<file path="src/rtl/decode_realign_pkg.sv">
// Shared decode types: parse-state encoding and the RVC halfword classifier.
// Used by decode_realign and decode_realign_leftover.
package decode_types;

  typedef enum logic [1:0] {
    S_EMPTY = 2'd0,
    S_LOW   = 2'd1,
    S_HIGH  = 2'd2,
    S_SKIP  = 2'd3
  } parse_state_t;

  localparam int HW_W   = 16;
  localparam int WORD_W = 32;

  function automatic logic is_rvc(input logic [HW_W-1:0] hw);
    return (hw[1:0] != 2'b11);
  endfunction

endpackage

</file>
<file path="src/rtl/decode_realign_leftover.sv">
// Holds the upper halfword of a fetch word that starts a 32-bit instruction
// whose second half lives in the next fetch word.
module decode_realign_leftover
  import decode_types::*;
#(
  parameter int ALEN = 32
) (
  input  logic            clk,
  input  logic            rst,
  input  logic            i_clr,
  input  logic            i_set,
  input  logic [HW_W-1:0] i_hw,
  input  logic [ALEN-1:0] i_addr,
  output logic            o_valid,
  output logic [HW_W-1:0] o_hw,
  output logic [ALEN-1:0] o_addr
);

  logic            r_valid;
  logic [HW_W-1:0] r_hw;
  logic [ALEN-1:0] r_addr;

  // Clear wins over set so a flush never leaves a stale halfword behind.
  always_ff @(posedge clk or posedge rst) begin
    if (rst) begin
      r_valid <= 1'b0;
      r_hw    <= '0;
      r_addr  <= '0;
    end else if (i_clr) begin
      r_valid <= 1'b0;
    end else if (i_set) begin
      r_valid <= 1'b1;
      r_hw    <= i_hw;
      r_addr  <= i_addr;
    end
  end

  assign o_valid = r_valid;
  assign o_hw    = r_hw;
  assign o_addr  = r_addr;

endmodule

</file>
<file path="src/rtl/decode_realign.sv">
// Fetch-word to instruction realigner. With CORE_RVC_EN defined it splits words into
// 16/32-bit instructions; without it every word passes through whole.
module decode_realign
  import decode_types::*;
#(
  parameter int ALEN = 32,
  parameter int ILEN = 32
) (
  input  logic              clk,
  input  logic              rst,
  input  logic              flush,
  input  logic [ALEN-1:0]   redirect_addr,
  input  logic              fetch_valid,
  output logic              fetch_ready,
  input  logic [WORD_W-1:0] fetch_data,
  input  logic [ALEN-1:0]   fetch_addr,
  input  logic              fetch_exception,
  input  logic [3:0]        fetch_trap_cause,
  output logic              out_valid,
  input  logic              out_ready,
  output logic [ILEN-1:0]   instruction,
  output logic [ALEN-1:0]   instruction_addr,
  output logic [ALEN-1:0]   instruction_next_addr,
  output logic              ifetch_exception,
  output logic [3:0]        ifetch_trap_cause
);

  logic              r_out_valid;
  logic [ILEN-1:0]   r_instr;
  logic [ALEN-1:0]   r_iaddr;
  logic [ALEN-1:0]   r_inext;
  logic              r_oexc;
  logic [3:0]        r_ocause;

  logic              w_out_free;
  logic              w_accept;
  logic              w_emit;
  logic [WORD_W-1:0] w_instr;
  logic [ALEN-1:0]   w_iaddr;
  logic [ALEN-1:0]   w_inext;
  logic              w_exc;
  logic [3:0]        w_cause;

  logic              w_lo_set;
  logic              w_lo_clr;
  logic [HW_W-1:0]   w_lo_hw_in;
  logic [ALEN-1:0]   w_lo_addr_in;
  logic              w_lo_valid;
  logic [HW_W-1:0]   w_lo_hw;
  logic [ALEN-1:0]   w_lo_addr;
  logic              w_unused;

  assign w_out_free = !r_out_valid || out_ready;
  assign w_accept   = fetch_valid && fetch_ready && !flush;

  decode_realign_leftover #(
    .ALEN (ALEN)
  ) u_leftover (
    .clk     (clk),
    .rst     (rst),
    .i_clr   (flush || w_lo_clr),
    .i_set   (w_lo_set && !flush),
    .i_hw    (w_lo_hw_in),
    .i_addr  (w_lo_addr_in),
    .o_valid (w_lo_valid),
    .o_hw    (w_lo_hw),
    .o_addr  (w_lo_addr)
  );

`ifdef CORE_RVC_EN
  parse_state_t      r_state;
  logic [WORD_W-1:0] r_word;
  logic [ALEN-1:0]   r_addr;

  logic [WORD_W-1:0] w_src_word;
  logic [ALEN-1:0]   w_src_addr;
  logic [ALEN-1:0]   w_hi_addr;
  logic [ALEN-1:0]   w_parse_addr;
  logic              w_at_high;
  logic              w_go;
  parse_state_t      w_next_state;

  assign fetch_ready = ((r_state == S_EMPTY) || (r_state == S_SKIP)) && w_out_free;

  // A newly accepted word is parsed in its acceptance cycle; a held word only resumes at halfword 1.
  always_comb begin
    w_src_word   = w_accept ? fetch_data : r_word;
    w_src_addr   = w_accept ? fetch_addr : r_addr;
    w_hi_addr    = w_src_addr + ALEN'(2);
    w_at_high    = w_accept ? (r_state == S_SKIP) : 1'b1;
    w_parse_addr = w_at_high ? w_hi_addr : w_src_addr;
    w_go         = w_accept || ((r_state == S_HIGH) && w_out_free);
    w_emit       = 1'b0;
    w_instr      = 32'h0000_0000;
    w_iaddr      = w_src_addr;
    w_inext      = w_src_addr + ALEN'(4);
    w_exc        = 1'b0;
    w_cause      = 4'h0;
    w_lo_set     = 1'b0;
    w_lo_clr     = 1'b0;
    w_lo_hw_in   = w_src_word[31:16];
    w_lo_addr_in = w_hi_addr;
    w_next_state = r_state;
    if (w_go) begin
      if (w_accept && fetch_exception) begin
        w_emit       = 1'b1;
        w_exc        = 1'b1;
        w_cause      = fetch_trap_cause;
        w_iaddr      = w_lo_valid ? w_lo_addr : w_parse_addr;
        w_inext      = w_iaddr + ALEN'(4);
        w_lo_clr     = 1'b1;
        w_next_state = S_EMPTY;
      end else if (w_lo_valid && !w_at_high) begin
        w_emit       = 1'b1;
        w_instr      = {w_src_word[15:0], w_lo_hw};
        w_iaddr      = w_lo_addr;
        w_inext      = w_lo_addr + ALEN'(4);
        w_lo_clr     = 1'b1;
        w_next_state = S_HIGH;
      end else if (!w_at_high) begin
        w_emit = 1'b1;
        if (is_rvc(w_src_word[15:0])) begin
          w_instr      = {16'h0000, w_src_word[15:0]};
          w_inext      = w_src_addr + ALEN'(2);
          w_next_state = S_HIGH;
        end else begin
          w_instr      = w_src_word;
          w_next_state = S_EMPTY;
        end
      end else begin
        w_next_state = S_EMPTY;
        if (is_rvc(w_src_word[31:16])) begin
          w_emit  = 1'b1;
          w_instr = {16'h0000, w_src_word[31:16]};
          w_iaddr = w_hi_addr;
          w_inext = w_hi_addr + ALEN'(2);
        end else begin
          w_lo_set = 1'b1;
        end
      end
    end else begin
      w_next_state = r_state;
    end
  end

  // Parse position and held word; a redirect to an odd halfword skips halfword 0 of the next word.
  always_ff @(posedge clk or posedge rst) begin
    if (rst) begin
      r_state <= S_EMPTY;
      r_word  <= '0;
      r_addr  <= '0;
    end else if (flush) begin
      r_state <= redirect_addr[1] ? S_SKIP : S_EMPTY;
    end else begin
      if (w_go) begin
        r_state <= w_next_state;
      end
      if (w_accept) begin
        r_word <= fetch_data;
        r_addr <= fetch_addr;
      end
    end
  end

  assign w_unused = ^{redirect_addr[ALEN-1:2], redirect_addr[0]};
`else
  assign fetch_ready = w_out_free;

  // Whole-word pass-through; non-11 low bits are left for the decoder to reject.
  always_comb begin
    w_emit       = w_accept;
    w_instr      = fetch_data;
    w_iaddr      = fetch_addr;
    w_inext      = fetch_addr + ALEN'(4);
    w_exc        = fetch_exception;
    w_cause      = fetch_exception ? fetch_trap_cause : 4'h0;
    w_lo_set     = 1'b0;
    w_lo_clr     = 1'b1;
    w_lo_hw_in   = '0;
    w_lo_addr_in = '0;
  end

  assign w_unused = ^{redirect_addr, w_lo_valid, w_lo_hw, w_lo_addr};
`endif

  // Output slot: loads only when free, so a stalled entry stays stable until taken.
  always_ff @(posedge clk or posedge rst) begin
    if (rst) begin
      r_out_valid <= 1'b0;
      r_instr     <= '0;
      r_iaddr     <= '0;
      r_inext     <= '0;
      r_oexc      <= 1'b0;
      r_ocause    <= 4'h0;
    end else if (flush) begin
      r_out_valid <= 1'b0;
      r_oexc      <= 1'b0;
    end else if (w_emit) begin
      r_out_valid <= 1'b1;
      r_instr     <= ILEN'(w_instr);
      r_iaddr     <= w_iaddr;
      r_inext     <= w_inext;
      r_oexc      <= w_exc;
      r_ocause    <= w_cause;
    end else if (out_ready) begin
      r_out_valid <= 1'b0;
    end
  end

  assign out_valid             = r_out_valid;
  assign instruction           = r_instr;
  assign instruction_addr      = r_iaddr;
  assign instruction_next_addr = r_inext;
  assign ifetch_exception      = r_oexc;
  assign ifetch_trap_cause     = r_ocause;

endmodule

</file>
<file path="config.mk">
export PLATFORM = sky130hd
export DESIGN_NAME = decode_realign
export DESIGN_NICKNAME = d
export VERILOG_FILES = /design/src/rtl/decode_realign_pkg.sv /design/src/rtl/decode_realign_leftover.sv /design/src/rtl/decode_realign.sv
export SDC_FILE = /design/constraint.sdc
export NUM_CORES = 1
export LEC_CHECK = 0
export ABC_AREA = 1
export ABC_CLOCK_PERIOD_IN_PS = 3250
export CORE_MARGIN = 5
export CORE_UTILIZATION = 42
export DETAILED_ROUTE_END_ITERATION = 6
export PLACE_DENSITY = 0.85
export SKIP_LAST_GASP = 1
export SLEW_MARGIN = 15
export SYNTH_ARGS = -nofsm -noshare
export SYNTH_HDL_FRONTEND = slang
export SYNTH_SLANG_ARGS = --single-unit
</file>
<file path="constraint.sdc">
create_clock -name clk -period 3.25 [get_ports clk]
set_clock_uncertainty 0.05 [all_clocks]
set_input_delay 0.325 -clock clk [delete_from_list [all_inputs] [get_ports clk]]
set_output_delay 0.325 -clock clk [all_outputs]
set_load 0.01 [all_outputs]
</file>
==> results of run 1 <==
[power groups by stage]
stage	Combinational, mW	Clock [mW]	Sequential [mW]
final	0.907	0.873	1.52
after global routing	0.988	0.930	1.55
after CTS	0.922	0.889	1.52
after detailed placement	0.917	0	1.54
after global placement	0.895	0	1.54
after floorplan	0.266	0	1.62
[stage by stage]
| step | power (mW) | util [%] | setup slack [ns] |
|---|---|---|---|
| 5_1_grt | 3.46 | 62.0 | 1.26 |
| 4_1_cts | 3.33 | 62.0 | 1.40 |
| 3_3_place_gp | 2.43 | 60.0 | 1.09 |
| 6_report | 3.30 | 62.0 | 1.40 |
| 3_5_place_dp | 2.46 | 60.0 | 1.04 |
| 2_1_floorplan | 1.89 | - | 0.256 |
[cell usage after synthesis, drive strengths merged]
master / number
nand3b: 3
xor2: 2
nand3: 34
o21ai: 32
ha: 1
a21oi: 2
nand4: 10
o21a: 1
o211ai: 1
nor2: 55
dfrtp: 100
and2: 1
xnor2: 2
buf: 22
nand2: 288
inv: 35
a22o: 1
nor3: 1
clkbuf: 2
[routing by layer]
| metal | up-vias | part of all wire, % | track usage, % |
|---|---|---|---|
| li1 | 2185 | - | - |
| met1 | 2083 | 42 | 27.3 |
| met2 | 167 | 48 | 33.7 |
| met3 | 28 | 6.9 | 3.11 |
| met4 | 0 | 2.8 | 9.62 |
| met5 | - | 0 | 0 |
[registers in the layout, indices dropped and copies added, names as in the netlist]
register	cells
ifetch_exception	1
out_valid	1
instruction_addr	32
instruction	32
instruction_next_addr	30
ifetch_trap_cause	4
[logic make-up (layout without fill, tap and decap cells)]
group / Yosys count / in the layout / synth area share (%)
compound gates: 37 / 37 / 4.16
simple gates: 392 / 392 / 35.6
buf+inv: 59 / 231 / 5.63
flops: 100 / 100 / 53.6
fa+ha+maj: 1 / 1 / 0.268
xor+xnor: 4 / 4 / 0.751
[cell type report]
cell class              count  area, µm²  share of cell area [%]
well taps                 140        175                    2.59
flip-flops and latches    100       2500                    37.1
clock inverters             6       88.8                    1.32
inverters                  35        134                    1.98
clock buffers              10        128                    1.89
repair buffers            180       1820                    26.9
multi-input cells         434       1910                    28.3
[worst min-delay path by stage]
stage	slack (ns)	depth (start not counted)	end	start
after floorplan	0.34	1	out_valid$_DFFE_PP0P_	flush
after global placement	0.41	2	instruction[6]$_DFFE_PP0P_	instruction[6]$_DFFE_PP0P_
after detailed placement	0.41	2	instruction_next_addr[3]$_DFFE_PP0P_	instruction_next_addr[3]$_DFFE_PP0P_
after CTS	0.35	2	instruction_addr[0]$_DFFE_PP0P_	rst
after global routing	0.39	2	instruction_addr[0]$_DFFE_PP0P_	rst
final	0.33	2	instruction_addr[0]$_DFFE_PP0P_	rst
==> out/qor.yml, run 1 <==
worst_hold_path_type: "in -> async"
rr_worst_depth: 6
fin_crit_sh_pct: 56.9
slew_violations: 0
grt_pass1_wl_mm: 21.8
clk_pin_slew_worst_paths_ns: 0.10
area_delta_synth_final_pct: 44.7
synth_area_leaders: "dfrtp_1 54%, nand2_1 23%, nand3_1 3.4%, nor2_1 3.4%, o21ai_0 3.2%"
fin_setup_tns_ns: 0
io_buffer_count: 176
rr_endpoint: "instruction_next_addr[12]$_DFFE_PP0P_"
grt_pass1_vias: 4401
post-route-drc-count: 0
ir_drop_uv: 252
crit_buf_inv: 4
ioPinCount: 209
clk_latency_ns: 0.36
seqPwrFrac_pct: 46.1
slowest_stage: "clkdlybuf4s50_1"
htreeDepth: 3
synth_nets: 700
dieArea_um2: 13300
synth.largest_area_cell: "dfrtp_1"
rows: 38
maxCapViolations: 0
coreArea_um2: 10900
internal_power_mw: 2.35
fin_crit_ns: 1.85
crit_chain: "clkdlybuf4s50_1 > inv_1 > nand2_2 > nand3_4 > inv_2 > buf_4 > nand2_1 > o211ai_1"
ys_ff_latch: 100
arrival_ns: 2.09
status: "complete, no violations"
detail-route-antenna-nets: 0
clock_path_buffers: 2
mostFrequentLayoutCells: "282 x nand2_1, 176 x clkdlybuf4s50_1, 100 x dfrtp_1"
final_cells: 905
endpoint: "instruction_next_addr[12]$_DFFE_PP0P_"
synth-seq-area-share_pct: 53.6
crit_path_max_fanout: 29
cts_buffers: 9
cp.depth: 8
overflow: 0
wl_per_cell_um: 15.2
p_sw_share_pct: 29.0
routed_wl_mm: 13.7
whs_ns: 0.328
cp-startpoint: "out_ready"
finalHoldViolCount: 0
synth_top_area_share_pct: 53.6
clkPwrFrac_pct: 26.4
yosysUniqueCellTypes: 29
dr.pass1.iters: 5
diodes: 0
crit_required_ns: 3.49
power.density_nw_per_um2: 489
syn_avg_cell_area_um2: 7.87
slowest_delay_ns: 0.45
final.fill_count: 919
rr_startpoint: "out_valid$_DFFE_PP0P_"
slew_headroom_pct: 58.7
vias: 4463
die_y_um: 115
ctsResizeCount: 0
cts.sinks: 100
rrSetupSlack_ns: 1.43
fin_area_um2: 6750
tightest_slew_ns: 0.620
cp_top_family: "buffers and inverters"
gp_congestion: 0.815
cts_tree: "done"
netlist_area_um2: 4670
drive_above_1_share_pct: 5.49
antenna_found_initial: 0
dp_hpwl_mm: 10.2
root_buffer: "clkbuf_8"
yosys_warnings: 0
rsz0062_at_grt: "no"
critPathLaunchType: "primary input"
chipWidth_um: 115
fmaxAchievable_mhz: 541
vias_per_cell: 4.93
cts_setup_buffers: 0
placed_cell_area_um2: 6540
hold_buffers: 0
critPathCaptureType: "flip-flop"
layout.nets: 867
initial_utilization_pct: 42.9
postSynthCellCount: 593
dp.cells: 889
finalSetupViolCount: 0
netSwitchingPower_mw: 0.956
power_frac_comb_pct: 27.5
worstSetupPathType: "in -> reg"
power.leakage_nw: 3.20
grt_max_degree: 140
final_common_cell: "nand2_1"
grt_usage_pct: 20.7
drt_iter0_markers: 286
Power figures use the tool's default switching activity.
==> inputs of run 2 (changes only) <==
--- a/config.mk
+++ b/config.mk
@@ -6,11 +6,11 @@
 export NUM_CORES = 1
 export LEC_CHECK = 0
 export ABC_AREA = 1
-export ABC_CLOCK_PERIOD_IN_PS = 3250
+export ABC_CLOCK_PERIOD_IN_PS = 1650
 export CORE_MARGIN = 5
-export CORE_UTILIZATION = 42
+export CORE_UTILIZATION = 38
 export DETAILED_ROUTE_END_ITERATION = 6
-export PLACE_DENSITY = 0.85
+export PLACE_DENSITY = 0.81
 export SKIP_LAST_GASP = 1
 export SLEW_MARGIN = 15
 export SYNTH_ARGS = -nofsm -noshare
==> constraint.sdc (replaced) <==
create_clock -name clk -period 1.65 [get_ports clk]
set_clock_uncertainty 0.05 [all_clocks]
set_input_delay 0.165 -clock clk [delete_from_list [all_inputs] [get_ports clk]]
set_output_delay 0.165 -clock clk [all_outputs]
set_load 0.01 [all_outputs]
==> out/qor.yml, run 2 (synthesized netlist as in run 1, its figures left out) <==
rows: 40  # was 38
grt_pass1_vias: 4484  # was 4401
finalSetupViolCount: 0  # unchanged
dp.cells: 939  # was 889
power.density_nw_per_um2: 1020  # was 489 nW/µm²
ioPinCount: 209  # unchanged
slew_headroom_pct: 58.9  # was 58.7%
chipWidth_um: 121  # was 115 µm
detail-route-antenna-nets: 0  # unchanged
area_delta_synth_final_pct: 56.1  # was 44.7%
cts_setup_buffers: 0  # unchanged
worst_hold_path_type: "in -> async"  # unchanged
maxCapViolations: 0  # unchanged
dp_hpwl_mm: 10.8  # was 10.2 mm
final_cells: 955  # was 905
slew_violations: 0  # unchanged
layout.nets: 910  # was 867
vias: 4535  # was 4463
diodes: 0  # unchanged
hold_buffers: 0  # unchanged
post-route-drc-count: 0  # unchanged
clk_latency_ns: 0.34  # was 0.36 ns
fin_area_um2: 7280  # was 6750 µm²
initial_utilization_pct: 38.8  # was 42.9%
place_ws_ns: -0.206  # was 1.04 ns
clk_pin_slew_worst_paths_ns: 0.07  # was 0.10 ns
antenna_found_initial: 0  # unchanged
routed_wl_mm: 14.2  # was 13.7 mm
seqPwrFrac_pct: 40.3  # was 46.1%
slowest_delay_ns: 0.64  # was 0.45 ns
gp_congestion: 0.816  # was 0.815
crit_path_max_fanout: 2  # was 29
grt_usage_pct: 19.7  # was 20.7%
overflow: 0  # unchanged
fin_crit_sh_pct: 93.4
clock_path_buffers: 2  # unchanged
mostFrequentLayoutCells: "282 x nand2_1, 175 x clkdlybuf4s50_1, 100 x dfrtp_1"  # was 282 x nand2_1, 176 x clkdlybuf4s50_1, 100 x dfrtp_1
post-route-util_pct: 60.6  # was 62.0%
crit_chain: "clkdlybuf4s50_1"  # was clkdlybuf4s50_1 > inv_1 > nand2_2 > nand3_4 > inv_2 > buf_4 > nand2_1 > o211ai_1
rsz0062_at_grt: "no"  # unchanged
critPathCaptureType: "primary output"  # was flip-flop
worst_slack_ns: 0.109  # was 1.40 ns
power_frac_comb_pct: 25.3  # was 27.5%
clkPwrFrac_pct: 34.4  # was 26.4%
ir_drop_uv: 482  # was 252 µV
arrival_ns: 1.33  # was 2.09 ns
cts_buffers: 9  # unchanged
final.fill_count: 1041  # was 919
critPathLaunchType: "flip-flop"  # was primary input
final_common_cell: "nand2_1"  # unchanged
grt_max_degree: 71  # was 140
drt_iter0_markers: 287  # was 286
cts.sinks: 100  # unchanged
vias_per_cell: 4.75  # was 4.93
worstSetupPathType: "reg -> out"  # was in -> reg
die_y_um: 121  # was 115 µm
internal_power_mw: 5.48  # was 2.35 mW
finalHoldViolCount: 0  # unchanged
netSwitchingPower_mw: 1.96  # was 0.956 mW
placed_cell_area_um2: 6920  # was 6540 µm²
crit_required_ns: 1.43  # was 3.49 ns
dr.pass1.iters: 4  # was 5
p_sw_share_pct: 26.4  # was 29.0%
htreeDepth: 3  # unchanged
cp_top_family: "buffers and inverters"  # unchanged
coreArea_um2: 12000  # was 10900 µm²
crit_buf_inv: 1  # was 4
root_buffer: "clkbuf_16"  # was clkbuf_8
tightest_slew_ns: 0.616  # was 0.620 ns
power.leakage_nw: 3.49  # was 3.20 nW
slowest_stage: "clkdlybuf4s50_1"  # unchanged
cts_tree: "done"  # unchanged
fin_crit_ns: 1.54
io_buffer_count: 176  # unchanged
grt_pass1_wl_mm: 22.6  # was 21.8 mm
dieArea_um2: 14600  # was 13300 µm²
wl_per_cell_um: 14.8  # was 15.2 µm
fmaxAchievable_mhz: 649
drive_above_1_share_pct: 10.5  # was 5.49%
status: "complete, no violations"  # unchanged
## run 2: changes by cell type in the layout (fill, tap and decap cells not counted)
cell             previous run  this run
buf_4                       2        41
clkinv_2                    1         0
bufinv_16                   2         4
clkbuf_8                    9         0
clkbuf_16                   0         9
clkdlybuf4s50_1           176       175
inv_4                       1         0
buf_12                      2         6
dlygate4sd2_1               0         1
## run 2: power groups by stage
stage	Sequential [mW]	Combinational [mW]	Clock, mW
6_report	3.00	1.88	2.56
5_1_grt	3.05	2.04	2.73
4_1_cts	3.00	1.92	2.62
3_5_place_dp	3.04	1.90	0
3_3_place_gp	3.03	1.88	0
2_1_floorplan	3.20	0.524	0
## run 2: metal layers
layer  GRT usage [%]  vias up  wire length, µm
met2            32.3      148             6930
met4            8.43        0              358
met3            4.21       24              905
met1            25.1     2091             5960
met5               0        -                0
li1                -     2272                -
## run 2: repair_timing
action / 4_1_cts / 5_1_grt
gates resized for setup: 1 / 0
hold endpoints to repair: 0 / 0
endpoints found under the setup margin: 1 / 0
## run 2: area by class of cell
| class | count | area (µm²) | share of cell area [%] |
|---|---|---|---|
| clock buffer | 10 | 229 | 3.14 |
| clock inverter | 6 | 136 | 1.87 |
| inverter | 35 | 135 | 1.86 |
| multi-input combinational | 434 | 1910 | 26.2 |
| sequential | 100 | 2500 | 34.4 |
| tap | 147 | 184 | 2.53 |
| timing repair buffer | 223 | 2190 | 30.0 |
## run 2: through the flow
stage	hold slack (ns)	TNS, ns	power, mW
after global routing	0.250	0	7.82
final	0.220	0	7.44
after global placement	0.410	-2.81	4.91
after detailed placement	0.414	-4.53	4.94
after floorplan	0.178	0	3.72
after CTS	0.255	0	7.53
## run 2: worst paths after layout
kind / from / endpoint / slack (ns) / cells past startpoint
max: instruction_addr[19]$_DFFE_PP0P_ / instruction_addr[19] / 0.11 / 1
min: rst / instruction_next_addr[2]$_DFFE_PP0P_ / 0.22 / 3
max reg2reg: out_valid$_DFFE_PP0P_ / instruction_addr[10]$_DFFE_PP0P_ / 0.16 / 4
min reg2reg: instruction[6]$_DFFE_PP0P_ / instruction[6]$_DFFE_PP0P_ / 0.43 / 2
max in group asynchronous: rst / instruction_addr[24]$_DFFE_PP0P_ / 0.99 / 3
min in group clk: fetch_data[18] / instruction[18]$_DFFE_PP0P_ / 0.30 / 3
==> inputs of run 3 (changes only) <==
--- a/config.mk
+++ b/config.mk
@@ -6,11 +6,11 @@
 export NUM_CORES = 1
 export LEC_CHECK = 0
 export ABC_AREA = 1
-export ABC_CLOCK_PERIOD_IN_PS = 1650
+export ABC_CLOCK_PERIOD_IN_PS = 1600
 export CORE_MARGIN = 5
-export CORE_UTILIZATION = 38
+export CORE_UTILIZATION = 42
 export DETAILED_ROUTE_END_ITERATION = 6
-export PLACE_DENSITY = 0.81
+export PLACE_DENSITY = 0.85
 export SKIP_LAST_GASP = 1
 export SLEW_MARGIN = 15
 export SYNTH_ARGS = -nofsm -noshare
==> constraint.sdc (replaced) <==
create_clock -name clk -period 1.6 [get_ports clk]
set_clock_uncertainty 0.05 [all_clocks]
set_input_delay 0.16 -clock clk [delete_from_list [all_inputs] [get_ports clk]]
set_output_delay 0.16 -clock clk [all_outputs]
set_load 0.01 [all_outputs]
==> out/qor.yml, run 3 (synthesized netlist as in run 1, its figures left out) <==
gp_congestion: 0.868  # was 0.816
fmaxAchievable_mhz: 654
post-route-util_pct: 66.3  # was 60.6%
drive_above_1_share_pct: 11.3  # was 10.5%
crit_path_max_fanout: 2  # unchanged
finalHoldViolCount: 0  # unchanged
wl_per_cell_um: 15.2  # was 14.8 µm
coreArea_um2: 10900  # was 12000 µm²
crit_buf_inv: 1  # unchanged
hold_buffers: 0  # unchanged
ioPinCount: 209  # unchanged
worstSetupPathType: "reg -> out"  # unchanged
cts_setup_buffers: 0  # unchanged
initial_utilization_pct: 42.9  # was 38.8%
post-route-drc-count: 0  # unchanged
area_delta_synth_final_pct: 54.7  # was 56.1%
cts.sinks: 100  # unchanged
diodes: 0  # unchanged
grt-busiest-layer: "met2"  # unchanged
detail-route-antenna-nets: 0  # unchanged
clkPwrFrac_pct: 22.6  # was 34.4%
dp_hpwl_mm: 11.4  # was 10.8 mm
tightest_slew_ns: 0.322  # was 0.616 ns
crit_required_ns: 1.39  # was 1.43 ns
vias_per_cell: 4.84  # was 4.75
rsz0062_at_grt: "no"  # unchanged
slowest_stage: "clkdlybuf4s50_1"  # unchanged
worst_hold_path_type: "in -> async"  # unchanged
fin_setup_tns_ns: 0  # unchanged
clk_pin_slew_worst_paths_ns: 0.09  # was 0.07 ns
arrival_ns: 1.32  # was 1.33 ns
power.density_nw_per_um2: 911  # was 1020 nW/µm²
mostFrequentLayoutCells: "282 x nand2_1, 175 x clkdlybuf4s50_1, 100 x dfrtp_1"  # unchanged
critPathLaunchType: "flip-flop"  # unchanged
slew_headroom_pct: 78.5  # was 58.9%
overflow: 0  # unchanged
status: "complete, no violations"  # unchanged
internal_power_mw: 4.64  # was 5.48 mW
antenna_found_initial: 0  # unchanged
power.leakage_nw: 3.48  # was 3.49 nW
netSwitchingPower_mw: 1.94  # was 1.96 mW
slew_violations: 0  # unchanged
rows: 38  # was 40
cp_top_family: "buffers and inverters"  # unchanged
final_common_cell: "nand2_1"  # unchanged
root_buffer: "clkbuf_8"  # was clkbuf_16
dr.pass1.iters: 5  # was 4
cts_tree: "done"  # unchanged
dieArea_um2: 13300  # was 14600 µm²
power_frac_comb_pct: 30.2  # was 25.3%
htreeDepth: 3  # unchanged
crit_chain: "clkdlybuf4s50_1"  # unchanged
clock_path_buffers: 2  # unchanged
grt_usage_pct: 22.6  # was 19.7%
grt_util_met1_pct: 28.6  # was 25.1%
routed_wl_mm: 14.5  # was 14.2 mm
clk_latency_ns: 0.36  # was 0.34 ns
ctsResizeCount: 1  # unchanged
io_buffer_count: 176  # unchanged
die_y_um: 115  # was 121 µm
vias: 4636  # was 4535
maxCapViolations: 0  # unchanged
ir_drop_uv: 468  # was 482 µV
use_met2_pct: 38.5  # was 32.3%
grt_pass1_wl_mm: 23.6  # was 22.6 mm
critPathCaptureType: "primary output"  # unchanged
drt_iter0_markers: 291  # was 287
seqPwrFrac_pct: 47.2  # was 40.3%
layout.nets: 920  # was 910
chipWidth_um: 115  # was 121 µm
p_sw_share_pct: 29.4  # was 26.4%
grt_max_degree: 59  # was 71
grt_pass1_vias: 4837  # was 4484
fin_crit_ns: 1.53
cts_buffers: 9  # unchanged
slowest_delay_ns: 0.57  # was 0.64 ns
use_met3_pct: 3.58  # was 4.21%
fin_crit_sh_pct: 95.6
finalSetupViolCount: 0  # unchanged
run 3: changes by cell type in the layout (fill, tap and decap cells not counted), sizes merged:
cell and change:
bufinv -4, clkbuf +4, clkinv -1, buf +10
run 3: cell type report:
cell class                 count  area (µm²)
sequential                   100        2500
timing repair buffer         233        2330
clock inverter                 1        7.51
tap                          140         175
clock buffer                  14         163
multi-input combinational    434        1910
inverter                      35         135
fill                         904        3670
run 3: stage by stage:
step	area [µm²]	worst slack [ns]	cells	power, mW	hold slack [ns]
CTS	7220	0.0449	957	6.63	0.188
finish	7220	0.0711	957	6.57	0.184
floorplan	4670	0.200	593	3.84	0.173
detailed placement	7050	-0.177	942	5.15	0.415
global placement	7050	-0.136	942	5.09	0.410
global route	7220	0.0264	957	6.93	0.206
run 3: power by group through the flow:
stage	clock, mW	sequential, mW	combinational (mW)
after CTS	1.52	3.10	2.02
after global placement	0	3.13	1.96
after floorplan	0	3.30	0.541
after detailed placement	0	3.15	2.00
after global routing	1.62	3.15	2.16
final	1.49	3.10	1.99
run 3: metal layers:
layer | routed length, µm | share of wire (%)
met3 | 805 | 5.5
met2 | 7160 | 49
met4 | 340 | 2.3
met1 | 6220 | 43
met5 | 0 | 0
run 3: worst paths after layout:
| path | startpoint | to | slack (ns) | cells past startpoint |
|---|---|---|---|---|
| worst min register to register | instruction_addr[29]$_DFFE_PP0P_ | instruction_addr[29]$_DFFE_PP0P_ | 0.44 | 2 |
| worst max-delay path | ifetch_trap_cause[2]$_DFFE_PP0P_ | ifetch_trap_cause[2] | 0.07 | 1 |
| max in group asynchronous | rst | instruction_addr[18]$_DFFE_PP0P_ | 1.00 | 3 |
| worst max register to register | out_valid$_DFFE_PP0P_ | instruction_next_addr[27]$_DFFE_PP0P_ | 0.18 | 8 |
| worst min-delay path | rst | instruction_addr[29]$_DFFE_PP0P_ | 0.18 | 3 |
| min in group clk | fetch_data[19] | instruction[19]$_DFFE_PP0P_ | 0.28 | 3 |
